==> config.mk <==
export PLATFORM = sky130hd
export DESIGN_NAME = md_unit_32bit
export DESIGN_NICKNAME = d
export VERILOG_FILES = /design/src/rtl/md_unit_32bit.sv
export SDC_FILE = /design/constraint.sdc
export NUM_CORES = 1
export LEC_CHECK = 0
export BUFFER_PORTS_ARGS = -buffer_cell sky130_fd_sc_hd__buf_2
export CORE_MARGIN = 4
export CORE_UTILIZATION = 50
export CTS_CLUSTER_SIZE = 20
export DETAILED_ROUTE_END_ITERATION = 12
export PLACE_DENSITY_LB_ADDON = 0.1
export SLEW_MARGIN = 20
export SYNTH_ARGS = -nofsm -noshare
export SYNTH_HDL_FRONTEND = slang
export SYNTH_SLANG_ARGS = --single-unit
==> constraint.sdc <==
create_clock -name clk_i -period 15.6 [get_ports clk_i]
set_input_delay 0.78 -clock clk_i [delete_from_list [all_inputs] [get_ports clk_i]]
set_output_delay 0.78 -clock clk_i [all_outputs]
set_load 0.03 [all_outputs]
==> src/rtl/md_unit_32bit.sv <==
`default_nettype none
// ============================================================================
// Module      : md_unit_32bit
// Description : Iterative RV32M multiply/divide unit. Radix-2 shift-add
//               multiply and restoring divide over operand magnitudes, one
//               bit per cycle, with a start/busy/done handshake.
// Revision    : 1.0 - initial release
// ============================================================================
module md_unit_32bit (
    input  logic        clk_i,
    input  logic        rst_i,
    input  logic        start_i,
    input  logic [2:0]  funct3_i,
    input  logic [31:0] rs1_i,
    input  logic [31:0] rs2_i,
    output logic        busy_o,
    output logic        done_o,
    output logic [31:0] rd_o
);

    localparam logic [1:0] S_IDLE = 2'd0;
    localparam logic [1:0] S_BUSY = 2'd1;
    localparam logic [1:0] S_DONE = 2'd2;

    localparam logic [4:0] C_LAST_ITER = 5'd31;

    logic [1:0]  r_state;
    logic [1:0]  w_state_nxt;
    logic [4:0]  r_cnt;
    logic [2:0]  r_op;
    logic        r_sign_a;
    logic        r_sign_b;
    logic [31:0] r_mag_a;
    logic [31:0] r_mag_b;
    logic [63:0] r_prod;
    logic [31:0] r_quo;
    logic [31:0] r_rem;
    logic [31:0] r_rd;

    // Accept-time operand decode: signedness, magnitudes, special cases.
    logic        w_a_signed;
    logic        w_b_signed;
    logic        w_in_sign_a;
    logic        w_in_sign_b;
    logic [31:0] w_in_mag_a;
    logic [31:0] w_in_mag_b;
    logic        w_div_zero;
    logic        w_div_ovf;
    logic        w_special;
    logic [31:0] w_special_rd;

    assign w_a_signed  = (funct3_i == 3'b001) | (funct3_i == 3'b010) |
                         (funct3_i == 3'b100) | (funct3_i == 3'b110);
    assign w_b_signed  = (funct3_i == 3'b001) | (funct3_i == 3'b100) |
                         (funct3_i == 3'b110);
    assign w_in_sign_a = w_a_signed & rs1_i[31];
    assign w_in_sign_b = w_b_signed & rs2_i[31];
    assign w_in_mag_a  = w_in_sign_a ? (~rs1_i + 32'd1) : rs1_i;
    assign w_in_mag_b  = w_in_sign_b ? (~rs2_i + 32'd1) : rs2_i;

    // Signed overflow only exists for DIV/REM (funct3 bit 0 clear).
    assign w_div_zero  = funct3_i[2] & (rs2_i == 32'd0);
    assign w_div_ovf   = funct3_i[2] & ~funct3_i[0] &
                         (rs1_i == 32'h8000_0000) & (rs2_i == 32'hFFFF_FFFF);
    assign w_special   = w_div_zero | w_div_ovf;
    assign w_special_rd = w_div_zero ? (funct3_i[1] ? rs1_i : 32'hFFFF_FFFF)
                                     : (funct3_i[1] ? 32'd0 : 32'h8000_0000);

    // One multiply step: the low half of the product register holds the
    // not-yet-consumed multiplier bits, the high half accumulates.
    logic [32:0] w_add;
    logic [63:0] w_prod_nxt;
    assign w_add      = {1'b0, r_prod[63:32]} + (r_prod[0] ? {1'b0, r_mag_a} : 33'd0);
    assign w_prod_nxt = {w_add, r_prod[31:1]};

    // One restoring-divide step: 33-bit trial remainder against the divisor.
    logic [32:0] w_shift;
    logic [32:0] w_diff;
    logic        w_fits;
    logic [31:0] w_rem_nxt;
    logic [31:0] w_quo_nxt;
    assign w_shift   = {r_rem, r_quo[31]};
    assign w_diff    = w_shift - {1'b0, r_mag_b};
    assign w_fits    = ~w_diff[32];
    assign w_rem_nxt = w_fits ? w_diff[31:0] : w_shift[31:0];
    assign w_quo_nxt = {r_quo[30:0], w_fits};

    // Final sign fix-up, evaluated on the last iteration so rd is
    // registered on the DONE entry edge.
    logic [63:0] w_prod_fix;
    logic [31:0] w_quo_fix;
    logic [31:0] w_rem_fix;
    logic [31:0] w_result;
    assign w_prod_fix = (r_sign_a ^ r_sign_b) ? (~w_prod_nxt + 64'd1) : w_prod_nxt;
    assign w_quo_fix  = (r_sign_a ^ r_sign_b) ? (~w_quo_nxt + 32'd1) : w_quo_nxt;
    assign w_rem_fix  = r_sign_a ? (~w_rem_nxt + 32'd1) : w_rem_nxt;

    // Result select by the captured operation.
    always_comb begin
        w_result = w_prod_fix[31:0];
        case (r_op)
            3'b000:                 w_result = w_prod_fix[31:0];
            3'b001, 3'b010, 3'b011: w_result = w_prod_fix[63:32];
            3'b100, 3'b101:         w_result = w_quo_fix;
            default:                w_result = w_rem_fix;
        endcase
    end

    // State register.
    always_ff @(posedge clk_i) begin
        if (rst_i) r_state <= S_IDLE;
        else       r_state <= w_state_nxt;
    end

    // Next-state logic; start is only honoured in IDLE.
    always_comb begin
        w_state_nxt = r_state;
        case (r_state)
            S_IDLE:  if (start_i) w_state_nxt = w_special ? S_DONE : S_BUSY;
            S_BUSY:  if (r_cnt == C_LAST_ITER) w_state_nxt = S_DONE;
            S_DONE:  w_state_nxt = S_IDLE;
            default: w_state_nxt = S_IDLE;
        endcase
    end

    // Datapath: capture on accept, iterate in BUSY, register the result.
    always_ff @(posedge clk_i) begin
        if (rst_i) begin
            r_cnt    <= 5'd0;
            r_op     <= 3'd0;
            r_sign_a <= 1'b0;
            r_sign_b <= 1'b0;
            r_mag_a  <= 32'd0;
            r_mag_b  <= 32'd0;
            r_prod   <= 64'd0;
            r_quo    <= 32'd0;
            r_rem    <= 32'd0;
            r_rd     <= 32'd0;
        end else begin
            case (r_state)
                S_IDLE: begin
                    if (start_i) begin
                        r_cnt    <= 5'd0;
                        r_op     <= funct3_i;
                        r_sign_a <= w_in_sign_a;
                        r_sign_b <= w_in_sign_b;
                        r_mag_a  <= w_in_mag_a;
                        r_mag_b  <= w_in_mag_b;
                        r_prod   <= {32'd0, w_in_mag_b};
                        r_quo    <= w_in_mag_a;
                        r_rem    <= 32'd0;
                        if (w_special) r_rd <= w_special_rd;
                    end
                end
                S_BUSY: begin
                    r_cnt  <= r_cnt + 5'd1;
                    r_prod <= w_prod_nxt;
                    r_quo  <= w_quo_nxt;
                    r_rem  <= w_rem_nxt;
                    if (r_cnt == C_LAST_ITER) r_rd <= w_result;
                end
                default: ;
            endcase
        end
    end

    assign busy_o = (r_state == S_BUSY);
    assign done_o = (r_state == S_DONE);
    assign rd_o   = r_rd;

endmodule
`default_nettype wire

; After elaboration in Yosys (flattened, before gate mapping)
; Cells that the tools add are included.
[op_classes]
addsub = 8
multipliers = 0
div_mod_pow = 0
n_lt_le_gt_ge = 0
eq_ne = 17
n_shift = 0
muxes = 27
bitwise = 20
reduce_logical = 10
[op_table]
columns = cell, count
row1 = two-way mux 32 bit, 14
row2 = case mux 32 bit (2 select lines), 3
row3 = adder 32 x 1 -> 32 bit (second input constant), 4
row4 = two-way mux 64 bit, 2
row5 = inverter 32 bit, 4
row6 = case mux 64 bit (2 select lines), 1
row7 = case mux 32 bit (3 select lines), 1
row8 = adder 64 x 1 -> 64 bit (second input constant), 1
row9 = equality test 32 bit (second input constant), 2
row10 = inverter 64 bit, 1
row11 = adder 32 x 32 -> 33 bit, 1
row12 = subtractor 33 x 32 -> 33 bit, 1
row13 = logical NOT 32 bit, 1
row14 = equality test 3 bit (second input constant), 4
row15 = case mux 5 bit (2 select lines), 1
row16 = equality test 3 x 2 -> 1 bit (second input constant), 3
row17 = AND 1 bit, 6
row18 = equality test 3 x 1 -> 1 bit (second input constant), 2
row19 = two-way mux 2 bit, 3
row20 = bitwise OR 1 bit, 6
row21 = AND reduction 2 bit, 3
row22 = adder 5 x 1 -> 5 bit (second input constant), 1
row23 = equality test 5 bit (second input constant), 1
row24 = two-way mux 5 bit, 1
row25 = other kinds (13), 15
[totals]
reg_bits = 236
latchBits = 0
ram_bits = 0
romBits = 0
inputBits = 70
output_inout_bits = 34
memories = 0

; Depth between registers and ports, before layout
[depth]
word_depth = 8
mapped_depth = 26

; Worst setup path after synthesis
; No wires, ideal clock.
[synth_path]
path_type = reg2reg
from = register r_quo[31]
to = register r_rd[26] (netlist: rd_o[26])
arrival_ns = 4.985
setup_slack_ns = 10.498
stages_incl_launch_ff = 26
path_buffers = 3
path_cell_list = dfxtp_1 -> inv_1 -> ha_1 -> inv_1 -> fa_1 -> a211oi_1 -> nor4_2 -> o21ai_1 -> o21a_1 -> a221o_1 -> nand2_4 -> inv_2 -> buf_2 -> clkbuf_1 -> buf_1 -> ha_1 -> nand2b_1 -> nor4_1 -> nand2_1 -> nor2_1 -> a21oi_1 -> a21oi_1 -> xnor2_1 -> a221oi_1 -> o221ai_1 -> a32o_1
[synth_between]
elab_chain_len = 8
word_cells_on_any_way = 12
cone_classes = 3 x add/sub / 6 x mux / 3 x bitwise
[synth_rtl]
columns = item, line
row1 = "start, declared", 36  ; logic [31:0] r_quo;
row2 = "start signal, assigned", 150  ; r_quo <= w_in_mag_a;
row3 = "start signal, assigned", 158  ; r_quo <= w_quo_nxt;
row4 = subtractor 33 x 32 -> 33 bit, 83  ; assign w_diff = w_shift - {1'b0, r_mag_b};
row5 = two-way mux 32 bit or inverter 1 bit (tied branches), "85, 84"
row6 = inverter 32 bit (on tied branches), "96, 95"
row7 = adder 32 x 1 -> 32 bit (on tied branches), "96, 95"
row8 = two-way mux 32 bit (on tied branches), "96, 95"
row9 = case mux 32 bit (3 select lines) *, 101  ; case (r_op)
row10 = two-way mux 32 bit *, 160  ; if (r_cnt == C_LAST_ITER) r_rd <= w_result;
row11 = case mux 32 bit (2 select lines) *, 140  ; case (r_state)
row12 = "end signal, assigned", 152  ; if (w_special) r_rd <= w_special_rd;
row13 = "end signal, assigned", 160
row14 = "end, declared", 38  ; logic [31:0] r_rd;
; Every way passes the cells marked *; elsewhere a longest branch is shown, timed or not. The select of a mux whose other input is x is not followed.
; A chain may end at the register's enable or synchronous reset.

; Final worst setup path
; Ends and elaborated chain as after synthesis.

==> impl_metrics.ini <==
[global_routing]
grt_pass1_wl_um = 108600
grt_usage_pct = 33.39
antenna_found_initial = 0
grt_pass1_vias = 18090
grt_max_degree = 89
gr-total-overflow = 0

[drt]
drc = 0
firstDrtPassIters = 8
dr_wl_met2_um = 30870
wl_met3_um = 6003
post_drt_wl_per_cell_um = 23.54
highest_layer = met4
drt_iter0_markers = 2291
ant_nets = 0
via_count = 19660
wl_met1_um = 31910
post_drt_via_cell_ratio = 6.507
drt-total-wl_um = 71120

[critical_path]
arrival_ns = 6.41
cp-start-kind = flip-flop
endpoint_kind = flip-flop
crit_fanout = 46
path_class = flip-flop to flip-flop
cp.required_ns = 16.07

[sta]
slew-limit-headroom_pct = 24.62
slew_violations = 0
fin_setup_tns_ns = 0
tightest_slew_ns = 1.128
fin_skew_ns = 0.01327
hold_ws_ns = 0.4498
hold_violations = 0
finalCritPeriodShare_pct = 38.11
period_needed_ns = 5.945
clock.fmax_mhz = 168.2
rsz0062_at_grt = false
worst_slack_ns = 9.655
report.final.setup_viol = 0

[place]
dpl_worst_slack_ns = 9.911
post-place-cells = 2966
numPortBuffers = 103
place.gp.congestion = 0.9745
dp_hpwl_um = 53530

[die]
row_count = 70
core_mm2 = 0.03661
pin_count = 104
dieWidth_um = 200.8
start_util_pct = 50.78
dieArea_mm2 = 0.04033
chipHeight_um = 200.8

[synth]
async_flop_share_pct = 0
synth_edf_count = 0
synth_top_area_share_pct = 25.42
syn_area_per_cell_um2 = 7.304
syn_inst = 2545
yosys_warnings = 0
yosysTopAreaCell = dfxtp_1
synthesis.nets = 2689
synth_area_leaders = dfxtp_1 25%, a21oi_1 7.4%, nor2_1 6.6%, xor2_1 5.3%, xnor2_1 5.0%
synth_area_mm2 = 0.01859
netlist_top_cells_count = 326 x nor2_1, 274 x a21oi_1, 236 x dfxtp_1
seq_area_frac_synth_pct = 25.42
ys_ff_latch = 236
synth_flop_cell = dfxtp_1
yosysMostFrequentCell = nor2_1
ys_types = 93

[finish]
syn_to_final_growth_pct = 9.295
fill_cells = 3661
num-nets-final = 2674
layout-drive-gt1-share_pct = 9.326
final_util_pct = 55.50
final_cells = 3021

[cts]
cts_resized = 0
clk_path_buf_depth = 3
cts.sinks = 236
clock_latency_ns = 0.58
cts.hold.buffers_added = 0
path_clk_slew_ns = 0.06
post_cts_buffers = 0
cts_tree = built
root_buffer = clkbuf_16
cts_buffers = 30
cts_max_level = 1

[job]
cap_violations = 0

[hold_path]
hold_class = flip-flop to flip-flop

[power_and_ir_drop]
cellLeakagePower_nw = 7.985
cellPowerDensity_mw_per_mm2 = 98.35
ir_drop_uv = 89.26

[run_status]
status = finished clean
==> metrics by stage <==
step	total power, mW	cell area [um2]
3_5_place_dp	1.230	19240
6_report	1.998	20320
3_3_place_gp	1.227	19240
5_1_grt	2.075	20310
2_1_floorplan	1.055	18590
4_1_cts	1.989	20310
==> flip-flops by register name, summed over array words and instances (netlist names) <==
| signal | flops |
|---|---|
| rd_o | 32 |
| r_rem | 32 |
| r_mag_b | 32 |
| r_state | 2 |
| r_prod | 64 |
| r_op | 3 |
| r_sign_a | 1 |
| r_quo | 32 |
| r_mag_a | 32 |
| r_cnt | 5 |
| r_sign_b | 1 |
==> cell families (layout without fill, tap and decap cells) <==
kind of cell	Yosys count	after routing	synth area share, %
buffers and inverters	257	264	5.337
XOR/XNOR	219	219	10.32
multiplexers	29	29	1.642
other	0	1	0
adder cells (fa/ha/maj)	74	74	5.062
AND/OR/NAND/NOR	901	901	22.92
AO/OA/AOI/OAI	829	829	29.31
flip-flops	236	236	25.42
==> routing by layer <==
layer	GRT usage, %	vias up
li1	-	9205
met1	47.85	9468
met2	51.46	860
met3	6.010	125
met4	9.882	0
met5	0	-
==> report_power, final <==
part / total (mW) / leakage (nW) / internal [mW] / switching (mW)
Clock: 0.761 / 0.515 / 0.472 / 0.289
Sequential: 0.696 / 1.93 / 0.643 / 0.0527
Combinational: 0.542 / 5.54 / 0.176 / 0.366
==> path summary, 6_finish.rpt <==
path | start | end | slack, ns | cells after the start
min reg2reg | r_mag_a[5]$_SDFFE_PP0P_ | r_mag_a[5]$_SDFFE_PP0P_ | 0.45 | 2
min | r_mag_a[5]$_SDFFE_PP0P_ | r_mag_a[5]$_SDFFE_PP0P_ | 0.45 | 2
max | r_quo[31]$_SDFFE_PP0P_ | rd_o[26]$_SDFFE_PP0P_ | 9.66 | 22
max reg2reg | r_quo[31]$_SDFFE_PP0P_ | rd_o[26]$_SDFFE_PP0P_ | 9.66 | 22
==> critical path, cell delays in order (launching register included) <==
cell and delay [ns]:
dfxtp_1 0.45, inv_1 0.08, ha_1 0.21, inv_1 0.07, fa_1 0.24, a211oi_1 0.10
nor4_2 0.39, o21ai_1 0.20, o21a_1 0.29, a32oi_2 0.41, nand2_4 0.42, inv_2 0.17
ha_1 0.18, nand2b_1 0.11, nor4_1 0.72, nand2_1 0.23, nor2_1 0.32, a21oi_1 0.17
a21oi_1 0.20, xnor2_1 0.09, a221oi_1 0.29, o221ai_1 0.16, a32o_1 0.30
==> layout make-up <==
| class | count | area [um2] | area share, % |
|---|---|---|---|
| Clock inverter | 11 | 187.7 | 0.9238 |
| Clock buffer | 43 | 880.8 | 4.336 |
| Sequential cell | 236 | 4725 | 23.25 |
| Timing Repair Buffer | 128 | 709.4 | 3.492 |
| Inverter | 82 | 310.3 | 1.527 |
| Multi-Input combinational cell | 2052 | 12920 | 63.57 |
| Tap cell | 468 | 585.6 | 2.882 |
| Antenna cell | 1 | 2.502 | 0.01232 |
==> layout by cell type (no fill, tap or decap), types with 11 or more instances in the layout <==
cell       Yosys  layout
nor4_1        26      25
o21ai_1       11      12
a311oi_1      13      13
or2_2         13      12
ha_1          72      72
o211ai_1      29      29
or4_1         17      17
dfxtp_1      236     236
or3_1         19      19
and2_1        43      43
nand2_1      234     234
o21ai_0      133     132
o21a_1        18      18
a32o_1        11      11
nand4_1       26      26
a211oi_1      44      44
a31oi_1       15      15
nand2b_1      26      24
buf_2         21     102
o221ai_1      19      19
o41ai_1       14      14
a22oi_1      107     107
nor2b_1       12      11
a21oi_1      274     274
clkbuf_16      0      31
xnor2_1      107     106
nor3_1        78      77
and3_1        17      17
a21o_1        17      17
inv_1         80      79
o31ai_1       24      24
a2bb2oi_1     16      16
a221oi_1      24      24
mux2i_1       19      19
nor2_1       326     325
xor2_1       112     111
buf_4          0      25
nand3_1       25      25
Power figures use the tool's default switching activity.
